==> src/rtl/nios_lcd_pkg.sv <==
// Shared constants and state encoding for the LCD pixel reader.
//   ADDR_W_DEF / DATA_W_DEF         : default memory word-address and data widths
//   FIFO_DEPTH_DEF / READ_LATENCY_DEF : default output buffer depth and slave read latency
//   state_t                         : reader FSM states ST_IDLE..ST_ABORT
package nios_lcd_pkg;

  localparam int ADDR_W_DEF       = 14;
  localparam int DATA_W_DEF       = 32;
  localparam int FIFO_DEPTH_DEF   = 16;
  localparam int READ_LATENCY_DEF = 1;

  typedef enum logic [1:0] {
    ST_IDLE  = 2'd0,
    ST_FETCH = 2'd1,
    ST_DRAIN = 2'd2,
    ST_ABORT = 2'd3
  } state_t;

endpackage

==> src/rtl/nios_lcd_pixel_fifo.sv <==
// Show-ahead FIFO buffering returned read data ahead of the pixel stream.
// The head word is presented on o_data whenever o_empty is low; i_pop consumes it.
//   i_clk, i_rst_n : clock, async active-low reset
//   i_push, i_data : write one word (ignored when full)
//   i_pop          : consume the head word (ignored when empty)
//   i_flush        : discard all contents; wins over push/pop
//   o_data         : head word
//   o_used         : number of stored words
//   o_empty/o_full : occupancy flags
module nios_lcd_pixel_fifo
  import nios_lcd_pkg::*;
#(
  parameter int DATA_W = DATA_W_DEF,
  parameter int DEPTH  = FIFO_DEPTH_DEF
) (
  input  logic                   i_clk,
  input  logic                   i_rst_n,
  input  logic                   i_push,
  input  logic [DATA_W-1:0]      i_data,
  input  logic                   i_pop,
  input  logic                   i_flush,
  output logic [DATA_W-1:0]      o_data,
  output logic [$clog2(DEPTH):0] o_used,
  output logic                   o_empty,
  output logic                   o_full
);

  localparam int PTR_W = $clog2(DEPTH);
  localparam int CNT_W = PTR_W + 1;
  localparam logic [PTR_W-1:0] PTR_ONE = PTR_W'(1);
  localparam logic [CNT_W-1:0] CNT_ONE = CNT_W'(1);

  logic [DATA_W-1:0] r_mem [DEPTH];
  logic [PTR_W-1:0]  r_wr_ptr;
  logic [PTR_W-1:0]  r_rd_ptr;
  logic [CNT_W-1:0]  r_used;
  logic              w_do_push;
  logic              w_do_pop;

  assign o_empty   = (r_used == '0);
  assign o_full    = (r_used == CNT_W'(DEPTH));
  assign o_used    = r_used;
  assign o_data    = r_mem[r_rd_ptr];
  assign w_do_push = i_push & ~o_full & ~i_flush;
  assign w_do_pop  = i_pop & ~o_empty & ~i_flush;

  always_ff @(posedge i_clk or negedge i_rst_n) begin
    if (!i_rst_n) begin
      r_wr_ptr <= '0;
      r_rd_ptr <= '0;
      r_used   <= '0;
    end else if (i_flush) begin
      r_wr_ptr <= '0;
      r_rd_ptr <= '0;
      r_used   <= '0;
    end else begin
      if (w_do_push) r_wr_ptr <= r_wr_ptr + PTR_ONE;
      if (w_do_pop)  r_rd_ptr <= r_rd_ptr + PTR_ONE;
      if (w_do_push && !w_do_pop)      r_used <= r_used + CNT_ONE;
      else if (!w_do_push && w_do_pop) r_used <= r_used - CNT_ONE;
    end
  end

  // Storage is not reset; nothing reads it before it has been written.
  always_ff @(posedge i_clk) begin
    if (w_do_push) r_mem[r_wr_ptr] <= i_data;
  end

endmodule

==> src/rtl/nios_lcd_pixel_reader.sv <==
// Avalon-MM read master streaming a buffer from on-chip memory to the LCD pixel pipeline.
// The CPU programs ctl_base/ctl_count, pulses ctl_start and polls ctl_busy/ctl_done.
//   ctl_*   : control (start/abort pulses, base, count, busy, done)
//   avm_*   : Avalon-MM read master (fixed read latency, no readdatavalid)
//   pix_*   : valid/ready pixel stream with pix_last on the final word
//
// state    | meaning
// ---------+------------------------------------------------------------
// ST_IDLE  | waiting for start; zero-count start only pulses done
// ST_FETCH | issuing reads, throttled by buffer space
// ST_DRAIN | all reads issued; streaming out the remaining words
// ST_ABORT | waiting for in-flight reads to return, discarding them
module nios_lcd_pixel_reader
  import nios_lcd_pkg::*;
#(
  parameter int ADDR_W       = ADDR_W_DEF,
  parameter int DATA_W       = DATA_W_DEF,
  parameter int FIFO_DEPTH   = FIFO_DEPTH_DEF,
  parameter int READ_LATENCY = READ_LATENCY_DEF
) (
  input  logic              clk,
  input  logic              reset_n,
  input  logic              ctl_start,
  input  logic              ctl_abort,
  input  logic [ADDR_W-1:0] ctl_base,
  input  logic [ADDR_W:0]   ctl_count,
  output logic              ctl_busy,
  output logic              ctl_done,
  output logic [ADDR_W-1:0] avm_address,
  output logic              avm_read,
  input  logic              avm_waitrequest,
  input  logic [DATA_W-1:0] avm_readdata,
  output logic [DATA_W-1:0] pix_data,
  output logic              pix_valid,
  output logic              pix_last,
  input  logic              pix_ready
);

  localparam int CNT_W = $clog2(FIFO_DEPTH) + 1;
  localparam int SUM_W = CNT_W + 1;
  localparam int WRD_W = ADDR_W + 1;
  localparam logic [ADDR_W-1:0] ADDR_ONE = ADDR_W'(1);
  localparam logic [WRD_W-1:0]  WORD_ONE = WRD_W'(1);
  localparam logic [CNT_W-1:0]  FLY_ONE  = CNT_W'(1);
  localparam logic [SUM_W-1:0]  DEPTH_V  = SUM_W'(FIFO_DEPTH);

  state_t                  r_state;
  state_t                  w_state_nxt;
  logic [ADDR_W-1:0]       r_addr;
  logic [WRD_W-1:0]        r_count;
  logic [WRD_W-1:0]        r_issued;
  logic [WRD_W-1:0]        r_popped;
  logic [CNT_W-1:0]        r_inflight;
  logic [READ_LATENCY-1:0] r_lat;
  logic                    r_zero_done;

  logic              w_idle_start;
  logic              w_start_ok;
  logic              w_zero_start;
  logic              w_accept;
  logic              w_ret;
  logic              w_push;
  logic              w_pop;
  logic              w_flush;
  logic              w_final;
  logic              w_room;
  logic [SUM_W-1:0]  w_occupancy;
  logic [DATA_W-1:0] w_fifo_data;
  logic [CNT_W-1:0]  w_fifo_used;
  logic              w_fifo_empty;
  logic              w_fifo_full;

  // Buffered plus in-flight words never exceed the FIFO depth, so a return always has a slot.
  assign w_occupancy = {1'b0, w_fifo_used} + {1'b0, r_inflight};
  assign w_room      = (w_occupancy < DEPTH_V);

  // Request depends only on registered state; it cannot drop during a stall because
  // occupancy only grows on an accept.
  assign avm_read    = (r_state == ST_FETCH) && w_room && (r_issued < r_count);
  assign avm_address = r_addr;
  assign w_accept    = avm_read & ~avm_waitrequest;
  assign w_ret       = r_lat[READ_LATENCY-1];

  assign w_push    = w_ret & (r_state != ST_ABORT);
  assign w_flush   = (r_state == ST_ABORT);
  assign pix_valid = ~w_fifo_empty & (r_state != ST_ABORT);
  assign pix_data  = pix_valid ? w_fifo_data : '0;
  assign pix_last  = pix_valid & (r_popped == r_count - WORD_ONE);
  assign w_pop     = pix_valid & pix_ready;

  // Abort wins over a simultaneous start.
  assign w_idle_start = (r_state == ST_IDLE) && ctl_start && !ctl_abort;
  assign w_start_ok   = w_idle_start && (ctl_count != '0);
  assign w_zero_start = w_idle_start && (ctl_count == '0);

  assign ctl_busy = (r_state != ST_IDLE);
  assign ctl_done = r_zero_done | w_final;

  always_comb begin
    w_state_nxt = r_state;
    w_final     = 1'b0;
    case (r_state)
      ST_IDLE:  if (w_start_ok) w_state_nxt = ST_FETCH;
      ST_FETCH: begin
        if (ctl_abort) w_state_nxt = ST_ABORT;
        else if (w_accept && (r_issued + WORD_ONE == r_count)) w_state_nxt = ST_DRAIN;
      end
      ST_DRAIN: begin
        if (ctl_abort) w_state_nxt = ST_ABORT;
        else if (w_pop && pix_last) begin
          w_state_nxt = ST_IDLE;
          w_final     = 1'b1;
        end
      end
      ST_ABORT: if (r_inflight == '0) w_state_nxt = ST_IDLE;
      default:  w_state_nxt = ST_IDLE;
    endcase
  end

  always_ff @(posedge clk or negedge reset_n) begin
    if (!reset_n) begin
      r_state     <= ST_IDLE;
      r_addr      <= '0;
      r_count     <= '0;
      r_issued    <= '0;
      r_popped    <= '0;
      r_zero_done <= 1'b0;
    end else begin
      r_state     <= w_state_nxt;
      r_zero_done <= w_zero_start;
      if (w_start_ok) begin
        r_addr   <= ctl_base;
        r_count  <= ctl_count;
        r_issued <= '0;
        r_popped <= '0;
      end else begin
        if (w_accept) begin
          r_addr   <= r_addr + ADDR_ONE;
          r_issued <= r_issued + WORD_ONE;
        end
        if (w_pop) r_popped <= r_popped + WORD_ONE;
      end
    end
  end

  // Accept flags ride this shift register so the return cycle is known without readdatavalid.
  always_ff @(posedge clk or negedge reset_n) begin
    if (!reset_n) begin
      r_lat      <= '0;
      r_inflight <= '0;
    end else begin
      r_lat[0] <= w_accept;
      for (int i = 1; i < READ_LATENCY; i++) r_lat[i] <= r_lat[i-1];
      if (w_accept && !w_ret)      r_inflight <= r_inflight + FLY_ONE;
      else if (!w_accept && w_ret) r_inflight <= r_inflight - FLY_ONE;
    end
  end

  nios_lcd_pixel_fifo #(
    .DATA_W (DATA_W),
    .DEPTH  (FIFO_DEPTH)
  ) u_fifo (
    .i_clk   (clk),
    .i_rst_n (reset_n),
    .i_push  (w_push),
    .i_data  (avm_readdata),
    .i_pop   (w_pop),
    .i_flush (w_flush),
    .o_data  (w_fifo_data),
    .o_used  (w_fifo_used),
    .o_empty (w_fifo_empty),
    .o_full  (w_fifo_full)
  );

  a_no_overflow: assert property (@(posedge clk) disable iff (!reset_n) !(w_push && w_fifo_full));

endmodule
==> config.mk <==
export PLATFORM = sky130hd
export DESIGN_NAME = nios_lcd_pixel_reader
export DESIGN_NICKNAME = d
export VERILOG_FILES = /design/src/rtl/nios_lcd_pkg.sv /design/src/rtl/nios_lcd_pixel_fifo.sv /design/src/rtl/nios_lcd_pixel_reader.sv
export SDC_FILE = /design/constraint.sdc
export NUM_CORES = 1
export LEC_CHECK = 0
export ABC_AREA = 1
export CAP_MARGIN = 20
export CORE_MARGIN = 2
export CORE_UTILIZATION = 49
export CTS_BUF_LIST = sky130_fd_sc_hd__clkbuf_2
export DETAILED_ROUTE_END_ITERATION = 16
export PLACE_DENSITY = 0.67
export SKIP_CTS_REPAIR_TIMING = 1
export SLEW_MARGIN = 10
export SYNTH_ARGS = -nofsm -noshare
export SYNTH_HDL_FRONTEND = slang
export SYNTH_SLANG_ARGS = --single-unit
export TNS_END_PERCENT = 20
==> constraint.sdc <==
create_clock -name clk -period 4.5 [get_ports clk]
set_clock_uncertainty 0.1 [all_clocks]
set_input_delay 1.125 -clock clk [delete_from_list [all_inputs] [get_ports clk]]
set_output_delay 1.125 -clock clk [all_outputs]
set_load 0.02 [all_outputs]
Word-level counts from Yosys, hierarchy flattened
Memories as Yosys holds them, arrays and structs flattened.
Index checks and enable logic that the tools add are counted.
Widths: inputs -> output; s select.
Word-level totals
  register bits after elaboration: 81
  memories kept: 1
  RAM bits: 512
  input port bits: 67
  output and inout bits: 51
Cells by class
  add/subtract/negate cells: 11
  reductions and logical operators: 30
  $lt $le $gt $ge: 2
  bitwise operators: 14
  multiplexer cells: 28
  equal/unequal tests: 11
Memories
  u_fifo.r_mem: words 16, width 32, rd ports 1, clocked after memory_dff 0, write ports 1, line nios_lcd_pixel_fifo.sv:33  | logic [DATA_W-1:0] r_mem [DEPTH];
Operators with widths (count)
  $mux 15: 4
  $mux 32: 1
  $add 15x1->15 const B: 2
  $eq 15x15->1: 2
  $mux 14: 2
  $mux 5: 5
  $mux 4: 4
  $logic_not 15->1: 1
  $lt 15x15->1: 1
  $reduce_bool 15->1: 1
  $sub 15x1->15 const B: 1
  $add 14x1->14 const B: 1
  $logic_and 1x1->1: 12
  $mux 2: 6
  $reduce_bool 2->1: 6
  $add 5x1->5 const B: 2
  $logic_not 5->1: 2
  $sub 5x1->5 const B: 2
  $and 1x1->1: 9
  $add 4x1->4 const B: 2
  $pmux 2 s4: 1
  $add 5x5->6: 1
  $lt 6x5->1 const B: 1
  $ne 2x2->1 const B: 3
  12 further kinds: 24

Logic depth before layout (Yosys ltp)
Gate-level depths: netlist (run 1).
  depth after elaboration: 10
  mapped depth: 23
  depth with buffers taken out: 22

By module
A second synthesis (run 1) with hierarchy kept.
Second synthesis, totals
  cell total of the unflattened synthesis: 2900
  area, all modules: 27669.0 sq um
By module, submodules not included
  nios_lcd_pixel_fifo: seq. area each 15700.1 sq um, times used 1, area each 22353.9 sq um, cells an instance 2131
  nios_lcd_pixel_reader: seq. area each 1701.6 sq um, times used 1, area each 5315.1 sq um, cells an instance 769

Least setup slack after synthesis (run 1)
OpenSTA, ideal clock, no wires.
  path kind: in2out
  from: input pix_ready
  to: output ctl_done
  buffers on the path: 1
  slack: 1.318 ns
  required time: 3.275 ns
  cell stages on the path: 5
  data arrival time: 1.957 ns
  cells stage by stage: inv_1 > nor2_4 > buf_2 > nand4_1 > o21bai_1
Between the ends
  word-level cells in the longest chain between the ends: 6
RTL lines
  from (decl): line nios_lcd_pixel_reader.sv:36  | input logic pix_ready
  $and 1x1->1: line nios_lcd_pixel_reader.sv:89  | assign w_pop = pix_valid & pix_ready;
  $logic_and 1x1->1: line nios_lcd_pixel_reader.sv:110  | else if (w_pop && pix_last) begin
  $mux 1: line nios_lcd_pixel_reader.sv:110
  $mux 1: line nios_lcd_pixel_reader.sv:109  | if (ctl_abort) w_state_nxt = ST_ABORT;
  $mux 1: line nios_lcd_pixel_reader.sv:102  | case (r_state)
  $or 1x1->1: line nios_lcd_pixel_reader.sv:97  | assign ctl_done = r_zero_done | w_final;
  to (decl): line nios_lcd_pixel_reader.sv:28  | output logic ctl_done,
No other way between the ends.

Worst setup path after layout (run 1)
  from: register u_fifo.r_rd_ptr[0]
  to: output pix_data[16]
Between the ends
  word-level cells in the longest chain between the ends: 2
RTL lines
  from (decl): line nios_lcd_pixel_fifo.sv:35  | logic [PTR_W-1:0] r_rd_ptr;
  from (signal assigned): line nios_lcd_pixel_fifo.sv:58  | if (w_do_pop) r_rd_ptr <= r_rd_ptr + PTR_ONE;
  $mem_v2 16x32
  $mux 32: line nios_lcd_pixel_reader.sv:87  | assign pix_data = pix_valid ? w_fifo_data : '0;
  to (decl): line nios_lcd_pixel_reader.sv:33  | output logic [DATA_W-1:0] pix_data,
No other way between the ends.

==> results of run 1 <==
## state kept, by name (all words and copies together), names as in the netlist
name and cells:
r_count 15, r_inflight 5, u_fifo.o_used 5, u_fifo.r_wr_ptr 4, r_zero_done 1, u_fifo.r_rd_ptr 4, avm_address 14, r_popped 15
r_issued 15, u_fifo.r_mem 512, r_state 2, r_lat 1
## synth_stat cells, drive strengths merged (6+ instances only)
cell and instances:
xnor2 11, a2111o 6, clkbuf 56, mux2i 53, o2111ai 7, nand2 361
xor2 19, o221ai 52, o21ai 169, nor2 210, nand3 132, a21oi 130
inv 156, nand4 68, o32ai 12, nor3 15, dfrtp 81, o22ai 10
edfxtp 512, ha 36, buf 52
## where the power goes
group / switching [mW] / internal (mW) / total, mW
clock: 2.19 / 1.39 / 3.57
combinational: 4.96 / 3.09 / 8.05
sequential: 0.478 / 6.34 / 6.82
total: 7.63 / 10.8 / 18.4
## cell families after synthesis
kind of cell	Yosys count	share of synthesized area [%]
fa+ha+maj	38	1.91
mux	53	2.06
simple gates	802	13.7
compound gates	408	9.42
flops	593	67.7
buf+inv	264	4.13
xor+xnor	31	1.11
## stage by stage
| stage | setup TNS, ns | setup WS [ns] | hold WS, ns | std cells | total power [mW] |
|---|---|---|---|---|---|
| detailed placement | 0 | 0.557 | 0.395 | 2934 | 13.8 |
| finish | 0 | 0.0531 | 0.272 | 3250 | 18.4 |
| CTS | -25.52 | -0.921 | -0.391 | 3196 | 17.3 |
| floorplan | 0 | 1.32 | 0.369 | 2189 | 11.2 |
| global placement | 0 | 0.557 | 0.399 | 2934 | 13.6 |
| global route | -1.59 | -0.149 | 0.251 | 3250 | 19.4 |
## final timing paths
check                                                to  slack, ns  cells after the start
setup / recovery                           pix_data[16]       0.05                      8
hold / removal                   r_count[6]$_DFFE_PN0P_       0.27                      2
setup reg to reg           u_fifo.o_used[3]$_DFFE_PN0P_       1.16                     14
hold reg to reg               r_inflight[4]$_DFFE_PN0P_       0.42                      1
max in group asynchronous    avm_address[5]$_DFFE_PN0P_       3.22                      3
min in group clk             avm_address[8]$_DFFE_PN0P_       0.32                      3
## cells in the final DEF (no fill, tap or decap), types with 78 or more instances in the layout
cell type                         Yosys  routed
sky130_fd_sc_hd__nand2_1            353     345
sky130_fd_sc_hd__edfxtp_1           512     512
sky130_fd_sc_hd__a21oi_1            129     105
sky130_fd_sc_hd__clkbuf_2             0     236
sky130_fd_sc_hd__nor2_1             198     171
sky130_fd_sc_hd__nand3_1            129     127
sky130_fd_sc_hd__buf_4                0      78
sky130_fd_sc_hd__o21ai_0            165     156
sky130_fd_sc_hd__clkdlybuf4s50_1      0      81
sky130_fd_sc_hd__inv_1              149     143
## worst max-delay path: stages, from the launching register on
cell	delay [ns]
sky130_fd_sc_hd__dfrtp_4	0.52
sky130_fd_sc_hd__buf_12	0.16
sky130_fd_sc_hd__buf_12	0.15
sky130_fd_sc_hd__buf_16	0.14
sky130_fd_sc_hd__mux2i_1	0.12
sky130_fd_sc_hd__o221ai_1	0.21
sky130_fd_sc_hd__nand4_1	0.16
sky130_fd_sc_hd__a21oi_2	0.29
sky130_fd_sc_hd__buf_4	0.19
## final cells by class
cell class / count / share of cell area (%)
clock inverter: 37 / 0.649
clock buffer: 225 / 3.72
inverter: 156 / 2.04
timing repair buffer: 225 / 7.91
sequential: 593 / 57.5
antenna: 1 / 0.00826
tap: 680 / 2.81
multi-input combinational: 1333 / 25.3
## layer usage
layer / wire [um] / GRT usage [%]
met1: 29600 / 33.0
met2: 34000 / 38.0
met3: 5560 / 5.48
met4: 1820 / 9.24
met5: 13 / 0
==> qor_table.md, run 1 <==
| Quantity | This run |
| --- | --- |
| Post-route core utilization | 58.7% |
| Register Area | 17400 um2 |
| Worst slew margin relative to its limit | 43.0% |
| Max VDD drop | 0.000464 V |
| Placeable core area | 51600 um2 |
| Ratio of final minimum period to clock period | 98.8% |
| Endpoint kind of the worst setup timing path | output pin |
| Clock transition at the registers of the reported paths | 0.12 ns |
| Gate count after technology mapping | 2189 |
| Startpoint of the worst setup timing path | u_fifo.r_rd_ptr[0]$_DFFE_PN0P_ |
| Share of the yosys chip area belonging to registers | 67.7% |
| Worst Setup Path Type | reg -> out |
| Site Rows | 83 |
| TritonCTS clock tree | built |
| Total global-route track usage | 24.2% |
| Remaining number of nets flagged by the antenna check after routing | 0 |
| Initial antenna violation count | 2 |
| Vias in the first global route | 17700 |
| Peak fanout along the critical path | 6 |
| GR Overflow Total | 0 |
| Die height | 233 um |
| Reported leakage power | 11.4 nW |
| Detailed router's first-iteration violation count | 1895 |
| Worst path arrival time | 3.22 ns |
| Weighted congestion at the end of routability-driven global placement | 0.890 |
| Final Cell Area | 30300 um2 |
| Via/cell ratio | 5.75 |
| Outcome | finished clean |
| Summed instance area of the synthesized netlist | 25700 um2 |
| DRC violations left | 0 |
| Die X-Extent | 233 um |
| Number of buffers inserted during clock tree synthesis | 150 |
| Share of layout cells above drive strength 1 | 19.7% |
| Number of buffer cells added on primary ports | 117 |
| EDFF count, synth | 512 |
| Worst r2r src | u_fifo.o_used[0]$_DFFE_PN0P_ |
| Maximum number of pins on one net before global-route repair | 155 |
| Fraction of registers with async set/reset | 13.7% |
| Post-Synthesis Net Count | 2294 |
| Max-slew violations | 0 |
| Relative area change from synthesis to final layout | 17.8% |
| Routed wire length | 71000 um |
| Time the final worst path needs with I/O delays and setup | 4.45 ns |
| Clock tree root driver cell | sky130_fd_sc_hd__clkbuf_2 |
| Die footprint | 54300 um2 |
| Syn Area/Cell | 11.7 um2 |
| Effective utilization at floorplan | 49.8% |
| Power density normalized to cell area | 609 nW/um2 |
| Biggest area contributors in the synthesized netlist | sky130_fd_sc_hd__edfxtp_1 60%, sky130_fd_sc_hd__dfrtp_1 7.9%, sky130_fd_sc_hd__nand2_1 5.2%, sky130_fd_sc_hd__o21ai_0 3.2%, sky130_fd_sc_hd__nor2_1 2.9% |
| Area share of the leading cell type in the synthesized netlist | 59.8% |
| Required time of the critical path | 3.27 ns |
| Latest clock arrival within the worst-skew pair | 1.28 ns |
| Pre-Repair DR Iteration Count | 7 |
| Startpoint type of the worst setup path | flip-flop |
| First-pass GRT wire length | 99800 um |
| Final nets | 2564 |
| Average routed wire per standard cell | 21.8 um |
| Setup repair after global routing missed its margin | yes |
| Maximum clock frequency | 0.225 GHz |
| Number of distinct library cells after synthesis | 53 |
| I/O pin count | 118 |
| Max clock buf depth | 3 |
| Setup violation total in the final timing report | 0 |
| HPWL after detailed placement | 37800 um |
| Synth area leader | sky130_fd_sc_hd__edfxtp_1 |
| TritonCTS Sinks | 593 |
| Number of filler instances in the final layout | 4198 |
| Max Cap Viol | 0 |
| Overall via count from detail_route | 18700 |
| Total placed instance area | 27900 um2 |
| Count of final hold-check violations | 0 |
| CTS HTree Levels | 4 |
| Number of warnings issued by yosys | 0 |
| Worst Tran Pin Value | 0.853 ns |
| Path category of the worst min-delay check | in -> async |
| Area of combinational cells with multiple inputs | 7680 um2 |
| Main synth FF type | sky130_fd_sc_hd__edfxtp_1 |
| Yosys reg bits | 593 |
Note: power is estimated with default switching activity, not from simulation.
==> run 2: changes to the inputs <==
Settings changed: CORE_UTILIZATION 49 to 55, PLACE_DENSITY 0.67 to 0.74.
==> qor_table.md, run 2 (synthesis gave the netlist of run 1 again) <==
| Quantity | This run | Change |
| --- | --- | --- |
| Worst r2r src | u_fifo.o_used[2]$_DFFE_PN0P_ |  |
| Max VDD drop | 0.000359 V | -23% |
| Post-Place Cells | 2862 | -2.5% |
| Worst path arrival time | 3.25 ns | +0.03 ns |
| Endpoint kind of the worst setup timing path | output pin |  |
| Placeable core area | 46400 um2 | -10% |
| Outcome | finished clean |  |
| Ratio of final minimum period to clock period | 99.4% | +0.61 points |
| Total placed instance area | 27800 um2 | -0.34% |
| Die X-Extent | 220 um | -5.5% |
| Reg-to-Reg End | u_fifo.o_used[3]$_DFFE_PN0P_ |  |
| Number of buffer cells added on primary ports | 117 | unchanged |
| Number of flip-flops under the largest register name | 512 | unchanged |
| Die footprint | 48500 um2 | -11% |
| Vias in the first global route | 17900 | +1.2% |
| CTS HTree Levels | 4 | unchanged |
| Time the final worst path needs with I/O delays and setup | 4.47 ns | +0.0273 ns |
| Initial antenna violation count | 4 | +2 |
| Final Non-Filler Cells | 3154 | -3.0% |
| Power density normalized to cell area | 604 nW/um2 | -0.73% |
| Hold Path End | r_count[7]$_DFFE_PN0P_ |  |
| Total global-route track usage | 26.8% | +2.6 points |
| Post-route core utilization | 64.7% | +6.0 points |
| HPWL after detailed placement | 37200 um | -1.6% |
| Worst slew margin relative to its limit | 27.7% | -15 points |
| Maximum number of pins on one net before global-route repair | 115 | -26% |
| Die height | 220 um | -5.5% |
| Slack of the worst reg-to-reg path | 1.12 ns | -0.04 ns |
| Max-slew violations | 0 | unchanged |
| Startpoint type of the worst setup path | flip-flop |  |
| Via/cell ratio | 6.01 | +4.5% |
| Clock transition at the registers of the reported paths | 0.13 ns | about the same |
| Peak fanout along the critical path | 18 | +12 |
| Hold slack | 0.379 ns | +0.107 ns |
| Final nets | 2554 | -0.39% |
| TritonCTS Sinks | 593 | unchanged |
| Detailed router's first-iteration violation count | 1932 | +2.0% |
| Path category of the worst min-delay check | in -> reg |  |
| Register with the highest flop count | u_fifo.r_mem |  |
| Overall via count from detail_route | 19000 | +1.4% |
| I/O pin count | 118 | unchanged |
| Worst slack at placement | 0.550 ns | -0.00740 ns |
| DRC violations left | 0 | unchanged |
| Setup repair after global routing missed its margin | yes |  |
| Hold path startpoint | ctl_count[7] |  |
| Setup violation total in the final timing report | 0 | unchanged |
| Worst Setup Path Type | reg -> out |  |
| Clock tree root driver cell | sky130_fd_sc_hd__clkbuf_2 |  |
| R2r worst-path depth | 14 | unchanged |
| Reported leakage power | 11.3 nW | -0.94% |
| Routed wire length | 68600 um | -3.3% |
| Site Rows | 79 | -4.8% |
| Effective utilization at floorplan | 55.5% | +5.6 points |
| Count of final hold-check violations | 0 | unchanged |
| Weighted congestion at the end of routability-driven global placement | 0.898 | +0.88% |
| First-pass GRT wire length | 97700 um | -2.1% |
| Number of buffers inserted during clock tree synthesis | 148 | -1.3% |
| Worst hold path stage count | 3 |  |
| GR Overflow Total | 0 | unchanged |
| Remaining number of nets flagged by the antenna check after routing | 0 | unchanged |
| Max clock buf depth | 3 | unchanged |
| TritonCTS clock tree | built |  |
| Latest clock arrival within the worst-skew pair | 1.26 ns | -0.02 ns |
| Relative area change from synthesis to final layout | 16.7% |  |
| Pre-Repair DR Iteration Count | 6 | -1 |
| Commonest cells after routing, fill and taps aside | 512 x sky130_fd_sc_hd__edfxtp_1, 347 x sky130_fd_sc_hd__nand2_1, 209 x sky130_fd_sc_hd__clkbuf_2, 173 x sky130_fd_sc_hd__nor2_1, 165 x sky130_fd_sc_hd__o21ai_0 |  |
| Average routed wire per standard cell | 21.8 um | -0.40% |
| Share of layout cells above drive strength 1 | 18.0% | -1.6 points |
| Max Cap Viol | 0 | unchanged |
| Worst Tran Pin Value | 1.08 ns | +0.229 ns |
| Maximum clock frequency | 0.224 GHz | -0.61% |
| Final Cell Area | 30000 um2 | -0.94% |
| Required time of the critical path | 3.27 ns | about the same |
| Most common cell after layout, fill and taps aside | sky130_fd_sc_hd__edfxtp_1 |  |
| Setup WS post-layout | 0.0258 ns | -0.0273 ns |
==> run 2: area by class of cell <==
class	instances	area, um2
sequential	593	17400
antenna	2	5.00
timing repair inverter	1	8.76
inverter	156	606
clock inverter	52	259
fill	3379	16400
timing repair buffer	217	2360
clock buffer	194	971
multi-input combinational	1332	7610
tap	607	759
==> run 2: worst max-delay path, cell delays in order, from the launching register on <==
cell and delay [ns]:
sky130_fd_sc_hd__dfrtp_4 0.60, sky130_fd_sc_hd__buf_4 0.19, sky130_fd_sc_hd__clkbuf_16 0.20, sky130_fd_sc_hd__o32ai_2 0.31, sky130_fd_sc_hd__nor2_1 0.07, sky130_fd_sc_hd__a2111o_1 0.32
sky130_fd_sc_hd__a21oi_2 0.18, sky130_fd_sc_hd__buf_6 0.14
==> run 2: power by group <==
part | switching [mW] | internal [mW] | total, mW
combinational | 4.86 | 3.04 | 7.90
sequential | 0.499 | 6.34 | 6.84
clock | 2.16 | 1.24 | 3.40
==> run 2: layer usage <==
layer,GRT usage (%),vias to the layer above,wire length [um]
met2,41.7,1072,32800
met1,35.9,9169,27300
met3,5.81,180,6350
li1,-,8529,-
met4,13.2,4,2180
met5,0,-,27
==> run 2: worst max path at each step <==
stage                                   start            to  slack [ns]  cells past startpoint
5_1_grt        u_fifo.r_rd_ptr[1]$_DFFE_PN0P_  pix_data[28]       -0.12                      7
3_5_place_dp                        pix_ready      ctl_done        0.55                      6
4_1_cts        u_fifo.r_rd_ptr[1]$_DFFE_PN0P_  pix_data[21]       -0.85                      8
6_report       u_fifo.r_rd_ptr[1]$_DFFE_PN0P_  pix_data[28]        0.03                      7
2_1_floorplan                       pix_ready      ctl_done        1.32                      5
3_3_place_gp                        pix_ready      ctl_done        0.54                      6
==> run 2: per-stage QoR <==
step           total power [mW]  TNS, ns
6_report                   18.1        0
5_1_grt                    19.1   -0.480
4_1_cts                    17.1   -24.78
3_5_place_dp               13.7        0
3_3_place_gp               13.6        0
2_1_floorplan              11.2        0
